===== src/rtl/sram_dp_be_pkg.sv =====
// -----------------------------------------------------------------------------
// sram_pkg
// Shared definitions for the sram_dp_be simple-dual-port memory:
//   BYTE_W        width of one byte lane
//   sram_state_t  clear-controller states (CLEAR after reset, READY afterwards)
//   parity8()     even parity of one byte lane (1 when the lane has odd ones)
// -----------------------------------------------------------------------------
package sram_pkg;

    localparam int BYTE_W = 8;

    typedef enum logic {
        CLEAR = 1'b0,
        READY = 1'b1
    } sram_state_t;

    function automatic logic parity8(input logic [BYTE_W-1:0] byte_val);
        return ^byte_val;
    endfunction

endpackage


===== src/rtl/sram_dp_be_clear_ctrl.sv =====
// -----------------------------------------------------------------------------
// sram_clear_ctrl
// Post-reset clear sequencer and write-port arbiter for sram_dp_be.
// After reset it walks every word from address 0 to DEPTH-1 writing zero, one
// word per cycle, then hands the array write port to the user write request.
// Ports:
//   clk, reset                  clock, synchronous active-high reset
//   wr_en, wr_addr, wr_be,      user write request (ignored while busy,
//   wr_data                       dropped when wr_addr >= DEPTH)
//   mem_we, mem_addr, mem_be,   write port driven into the array
//   mem_data
//   busy                        clear in progress
// -----------------------------------------------------------------------------
module sram_clear_ctrl
    import sram_pkg::*;
#(
    parameter int DATA_W = 8,
    parameter int DEPTH  = 256,
    parameter int ADDR_W = 8,
    parameter int BE_W   = 1
) (
    input  logic              clk,
    input  logic              reset,
    input  logic              wr_en,
    input  logic [ADDR_W-1:0] wr_addr,
    input  logic [BE_W-1:0]   wr_be,
    input  logic [DATA_W-1:0] wr_data,
    output logic              mem_we,
    output logic [ADDR_W-1:0] mem_addr,
    output logic [BE_W-1:0]   mem_be,
    output logic [DATA_W-1:0] mem_data,
    output logic              busy
);

    localparam logic [ADDR_W-1:0] LAST_ADDR = ADDR_W'(DEPTH - 1);
    localparam logic [ADDR_W:0]   DEPTH_X   = (ADDR_W + 1)'(DEPTH);

    sram_state_t       state;
    sram_state_t       state_next;
    logic [ADDR_W-1:0] clr_ptr;
    logic [ADDR_W-1:0] clr_ptr_next;
    logic              wr_in_range;

    assign wr_in_range = ({1'b0, wr_addr} < DEPTH_X);

    // State register
    always_ff @(posedge clk) begin
        if (reset) begin
            state   <= CLEAR;
            clr_ptr <= '0;
        end else begin
            state   <= state_next;
            clr_ptr <= clr_ptr_next;
        end
    end

    // Next-state logic: the last word is written in the same cycle the
    // FSM leaves CLEAR, so busy spans exactly DEPTH cycles.
    always_comb begin
        state_next   = state;
        clr_ptr_next = clr_ptr;
        case (state)
            CLEAR: begin
                if (clr_ptr == LAST_ADDR) begin
                    state_next   = READY;
                    clr_ptr_next = '0;
                end else begin
                    clr_ptr_next = clr_ptr + ADDR_W'(1);
                end
            end
            READY:   state_next = READY;
            default: state_next = CLEAR;
        endcase
    end

    // Output logic: write-port mux between clear walker and user port
    always_comb begin
        busy     = 1'b0;
        mem_we   = 1'b0;
        mem_addr = wr_addr;
        mem_be   = wr_be;
        mem_data = wr_data;
        case (state)
            CLEAR: begin
                busy     = 1'b1;
                mem_we   = 1'b1;
                mem_addr = clr_ptr;
                mem_be   = '1;
                mem_data = '0;
            end
            READY: begin
                mem_we = wr_en && !reset && wr_in_range && (|wr_be);
            end
            default: busy = 1'b1;
        endcase
    end

endmodule


===== src/rtl/sram_dp_be.sv =====
// -----------------------------------------------------------------------------
// sram_dp_be
// Simple-dual-port SRAM with per-byte write enables and a registered read port
// (1-cycle latency, rd_valid strobe). After reset the array is zeroed one word
// per cycle; busy is high during that time and all requests are ignored.
// Same-address read and write on one edge returns the old word (read-first).
// Optional build macro SRAM_PARITY_EN: stores one even-parity bit per byte and
// flags rd_parity_err when a read word's stored parity disagrees with its data.
// Without it no parity storage exists and rd_parity_err is constant 0.
// Ports:
//   clk, reset            clock, synchronous active-high reset
//   wr_en, wr_addr,       write request, byte enables (bit b = bits 8b+7:8b)
//   wr_be, wr_data
//   rd_en, rd_addr        read request
//   rd_data, rd_valid     registered read data and its valid strobe
//   busy                  post-reset clear in progress
//   rd_parity_err         parity mismatch on the word in rd_data
// -----------------------------------------------------------------------------
module sram_dp_be
    import sram_pkg::*;
#(
    parameter int DATA_W  = 8,
    parameter int DEPTH   = 256,
    localparam int ADDR_W = (DEPTH > 1) ? $clog2(DEPTH) : 1,
    localparam int BE_W   = DATA_W / BYTE_W
) (
    input  logic              clk,
    input  logic              reset,
    input  logic              wr_en,
    input  logic [ADDR_W-1:0] wr_addr,
    input  logic [BE_W-1:0]   wr_be,
    input  logic [DATA_W-1:0] wr_data,
    input  logic              rd_en,
    input  logic [ADDR_W-1:0] rd_addr,
    output logic [DATA_W-1:0] rd_data,
    output logic              rd_valid,
    output logic              busy,
    output logic              rd_parity_err
);

    localparam logic [ADDR_W:0] DEPTH_X = (ADDR_W + 1)'(DEPTH);

    logic [DATA_W-1:0] mem [DEPTH];

    logic              mem_we;
    logic [ADDR_W-1:0] mem_addr;
    logic [BE_W-1:0]   mem_be;
    logic [DATA_W-1:0] mem_data;
    logic              rd_fire;
    logic              rd_in_range;

    sram_clear_ctrl #(
        .DATA_W (DATA_W),
        .DEPTH  (DEPTH),
        .ADDR_W (ADDR_W),
        .BE_W   (BE_W)
    ) u_clear_ctrl (
        .clk      (clk),
        .reset    (reset),
        .wr_en    (wr_en),
        .wr_addr  (wr_addr),
        .wr_be    (wr_be),
        .wr_data  (wr_data),
        .mem_we   (mem_we),
        .mem_addr (mem_addr),
        .mem_be   (mem_be),
        .mem_data (mem_data),
        .busy     (busy)
    );

    assign rd_fire     = rd_en && !busy;
    assign rd_in_range = ({1'b0, rd_addr} < DEPTH_X);

    // Array write port with byte-lane enables
    always_ff @(posedge clk) begin
        if (mem_we) begin
            for (int b = 0; b < BE_W; b++) begin
                if (mem_be[b]) begin
                    mem[mem_addr][b*BYTE_W +: BYTE_W] <= mem_data[b*BYTE_W +: BYTE_W];
                end
            end
        end
    end

    // Read register: data holds when no read is accepted
    always_ff @(posedge clk) begin
        if (reset) begin
            rd_valid <= 1'b0;
            rd_data  <= '0;
        end else if (rd_fire) begin
            rd_valid <= 1'b1;
            rd_data  <= rd_in_range ? mem[rd_addr] : '0;
        end else begin
            rd_valid <= 1'b0;
        end
    end

`ifdef SRAM_PARITY_EN
    function automatic logic [BE_W-1:0] word_parity(input logic [DATA_W-1:0] word);
        logic [BE_W-1:0] p;
        for (int b = 0; b < BE_W; b++) begin
            p[b] = parity8(word[b*BYTE_W +: BYTE_W]);
        end
        return p;
    endfunction

    logic [BE_W-1:0] par_mem [DEPTH];
    logic [BE_W-1:0] wr_par;

    // Clear writes zero data, whose parity is zero, so no special case is needed
    assign wr_par = word_parity(mem_data);

    always_ff @(posedge clk) begin
        if (mem_we) begin
            for (int b = 0; b < BE_W; b++) begin
                if (mem_be[b]) begin
                    par_mem[mem_addr][b] <= wr_par[b];
                end
            end
        end
    end

    always_ff @(posedge clk) begin
        if (reset) begin
            rd_parity_err <= 1'b0;
        end else if (rd_fire) begin
            rd_parity_err <= rd_in_range ? (|(par_mem[rd_addr] ^ word_parity(mem[rd_addr]))) : 1'b0;
        end
    end
`else
    assign rd_parity_err = 1'b0;
`endif

endmodule


===== config.mk =====
export PLATFORM = sky130hd
export DESIGN_NAME = sram_dp_be
export DESIGN_NICKNAME = d
export VERILOG_FILES = /design/src/rtl/sram_dp_be_pkg.sv /design/src/rtl/sram_dp_be_clear_ctrl.sv /design/src/rtl/sram_dp_be.sv
export SDC_FILE = /design/constraint.sdc
export NUM_CORES = 2
export LEC_CHECK = 0
export ABC_AREA = 1
export CAP_MARGIN = 20
export CORE_MARGIN = 2
export CORE_UTILIZATION = 51
export DETAILED_ROUTE_END_ITERATION = 6
export DONT_BUFFER_PORTS = 1
export PLACE_DENSITY = 0.64
export SLEW_MARGIN = 5
export SYNTH_ARGS = -nofsm -noshare
export SYNTH_HDL_FRONTEND = slang
export SYNTH_SLANG_ARGS = --single-unit

===== constraint.sdc =====
create_clock -name clk -period 7.1 [get_ports clk]
set_clock_uncertainty 0.05 [all_clocks]
set_input_delay 1.775 -clock clk [delete_from_list [all_inputs] [get_ports clk]]
set_output_delay 1.775 -clock clk [all_outputs]
set_load 0.02 [all_outputs]

==> impl_metrics.yaml <==
yosys:
  synthSimpleGateAreaFrac: 0.230
  syn_inst: 7132
  synthMuxAreaShare: 0
  yosys.area.top_type: "edfxtp_1"
  async_reset_ff_frac: 0
  yosysWarnings: 0
  synthFlopType: "edfxtp_1"
  synth_compound_area_frac: 0.00181
  netlist_area_um2: 84300
  synth_top_cell_area_share: 0.730
  post_synth.cell_area_avg_um2: 11.8
  synthAdderAreaFrac: 0.000148
  ys_types: 34
  synthTopCellsByArea: "edfxtp_1, nand3_1, nand2_1"
  synth_edf_count: 2048
  synth_xor_area_frac: 0.000104
  ys_ff_latch: 2066
  synth_nets: 7162
  seq_area_frac_synth: 0.734
  synth_top_family_by_area: "simple AND/OR/NAND/NOR gates"
die:
  die_h_um: 411
  core.rowCount: 149
  die_w_um: 411
  die_area_um2: 169000
  ios: 40
  design.core.area_um2: 165000
  initial_core_util: 0.512
sta:
  post-route-period-util: 0.838
  finalSetupViolCount: 0
  worst_pin_slew_ps: 1550
  rsz0062_at_grt: "false"
  drv_slew: 105
  relSlewSlack: -0.0311
  period_needed_ps: 5950
  tns_ps: 0
  fmax_mhz: 168
  report.final.hold_viol_count: 0
placement:
  gp_congestion: 0.834
  port_buffers: 0
  place_hpwl_um: 115000
critical_path:
  r2r_cells: 8
  critPathArrivalTime_ps: 6640
  r2r_slack_ps: 2940
  cp_max_fo: 323
  path_class: "input pin to flop"
  crit_start: "rd_addr[0]"
  r2r-end: "mem[166][4]$_DFFE_PP_"
  r2r_start: "u_clear_ctrl.state$_SDFF_PP0_"
  start_kind: "input pin"
  end_kind: "flop"
  critPathRequiredTime_ps: 7790
  crit_end: "rd_data[3]$_SDFFE_PP0P_"
power:
  max-vdd-ir-drop_uv: 188
  net-switching-power_uw: 5230
  powerDensity_nw_per_um2: 265
  power.leakage_uw: 0.0324
  swShare: 0.216
  p_total_uw: 24200
  clkPwrFrac: 0.411
  p_int_uw: 19000
  pwr-share-seq: 0.546
  pwr-share-comb: 0.044
clock_network:
  cts_max_level: 4
  clock_sinks: 2066
  path_clk_slew_ps: 60
  cts_max_path_buffers: 3
  cts_hold_buf: 0
  post_cts_buffers: 0
  clock_tree.root_cell: "clkbuf_16"
  cts_tree: "built"
  cts_resized: 0
  cts_buffers: 202
  worstSkewPairLatency_ps: 850
layout:
  final_nets: 6939
  antenna_cells: 0
  area_growth_syn_to_layout_pct: 8.39
  drive_above_1_share: 0.0489
drt:
  drt.antenna.violating_nets: 0
  drt-total-wl_um: 223000
  wl_per_cell_um: 24.1
  num_vias: 54504
  dr.pass1.iters: 6
  viasPerCell: 5.89
  drtIter0Drc: 6689
  route.detailed.drc: 0
global_route:
  globalRouteTotalUtil: 0.262
  antenna_found_initial: 1
  grt_pass1_vias: 51658
  grt_start_max_net_pins: 1026
  overflow: 0
  grt_pass1_wl_um: 331000
status:
  outcome: "finished, violations left"
  violations: "max-slew violations"
hold_path:
  worstHoldPathType: "flop to flop"
job:
  maxCapViolations: 0
kinds of logic (layout without fill, tap and decap cells):
| kind of cell | after synthesis | count (layout) |
|---|---|---|
| adders and majority gates | 1 | 1 |
| buffers and inverters | 553 | 480 |
| other | 1 | 1 |
| AOI/OAI and AO/OA | 23 | 23 |
| DFF | 2066 | 2066 |
| xor gates and xnor gates | 1 | 1 |
| and+or+nand+nor | 4487 | 4487 |
worst max-delay path, cell delays in order:
cell,delay (ps)
buf_16,490
buf_16,920
inv_16,540
buf_4,510
nand2_1,120
nand3_1,80
nand3_1,160
nand3_1,130
nand3_1,130
nand3_1,240
nand3_1,270
nand2_1,210
nand2_1,100
nand3_1,70
nand2_1,80
inv_1,30
layer usage:
layer,GRT usage,vias to the layer above,share of wire
li1,-,24802,-
met1,0.371,26710,0.41
met2,0.405,2594,0.46
met3,0.0517,396,0.096
met4,0.0963,2,0.034
met5,0,-,0.000058
worst min path at each step:
stage                                         startpoint                                    to  cells past startpoint
finish              u_clear_ctrl.clr_ptr[7]$_SDFFE_PP0N_  u_clear_ctrl.clr_ptr[7]$_SDFFE_PP0N_                      2
global route        u_clear_ctrl.clr_ptr[1]$_SDFFE_PP0N_  u_clear_ctrl.clr_ptr[1]$_SDFFE_PP0N_                      2
CTS                 u_clear_ctrl.clr_ptr[7]$_SDFFE_PP0N_  u_clear_ctrl.clr_ptr[7]$_SDFFE_PP0N_                      2
detailed placement  u_clear_ctrl.clr_ptr[7]$_SDFFE_PP0N_  u_clear_ctrl.clr_ptr[7]$_SDFFE_PP0N_                      2
global placement    u_clear_ctrl.clr_ptr[1]$_SDFFE_PP0N_  u_clear_ctrl.clr_ptr[1]$_SDFFE_PP0N_                      2
floorplan           u_clear_ctrl.clr_ptr[1]$_SDFFE_PP0N_  u_clear_ctrl.clr_ptr[1]$_SDFFE_PP0N_                      2
power groups by stage:
stage,Sequential [uW],Clock (uW),Combinational (uW)
4_1_cts,13200,10000,939
6_report,13200,9950,1060
3_5_place_dp,13500,0,936
5_1_grt,13200,10500,1140
3_3_place_gp,13500,0,925
2_1_floorplan,13500,0,795
cell usage after synthesis (2+ instances only):
cell and count:
nand2_1 2141, edfxtp_1 2048, nand3_1 2025, nor2_1 306, buf_2 264, clkbuf_1 94, buf_4 70, inv_1 58
buf_1 41, buf_6 21, dfxtp_1 18, a21oi_1 6, o21ai_0 6, inv_2 4, or2_1 3, or2_2 3
a211oi_1 2, a31oi_1 2, and3_1 2, nor2_4 2, o21ai_1 2, o21ai_2 2
metrics by stage:
stage,util,instance area (um^2),hold slack [ps],setup WS (ps),instances
floorplan,-,84300,416,1690,7132
global placement,0.518,85200,433,2060,8890
detailed placement,0.518,85200,435,1770,8890
CTS,0.554,91300,447,2720,9244
global route,0.555,91400,486,1110,9248
finish,0.555,91400,450,1150,9248
registers in the layout, summed over array words and instances (netlist names):
name,flops
mem,2048
rd_data,8
rd_valid,1
u_clear_ctrl.clr_ptr,8
u_clear_ctrl.state,1
area by class of cell:
type	count	area (um^2)
multi-input cells	4513	19600
inverters	63	335
well taps	2189	2740
clock inverters	89	671
flip-flops and latches	2066	61900
repair buffers	63	803
fillers	13550	73300
clock buffers	265	5330
cell usage in the layout, fill, tap and decap left out, types with 2 or more instances in the layout:
| cell type | n |
|---|---|
| a211oi_1 | 2 |
| a21oi_1 | 6 |
| a31oi_1 | 2 |
| and3_1 | 2 |
| buf_12 | 20 |
| buf_16 | 4 |
| buf_4 | 39 |
| bufinv_16 | 6 |
| clkbuf_1 | 61 |
| clkbuf_16 | 204 |
| clkinv_1 | 44 |
| clkinv_2 | 25 |
| clkinv_8 | 5 |
| dfxtp_1 | 18 |
| edfxtp_1 | 2048 |
| inv_1 | 47 |
| inv_16 | 3 |
| inv_2 | 3 |
| inv_6 | 7 |
| inv_8 | 9 |
| nand2_1 | 2135 |
| nand2_2 | 7 |
| nand3_1 | 2025 |
| nor2_1 | 306 |
| nor2_4 | 2 |
| o21ai_0 | 6 |
| o21ai_1 | 2 |
| o21ai_2 | 2 |
| or2_1 | 3 |
| or2_2 | 3 |
No activity file was read; power rests on OpenSTA's default activity.
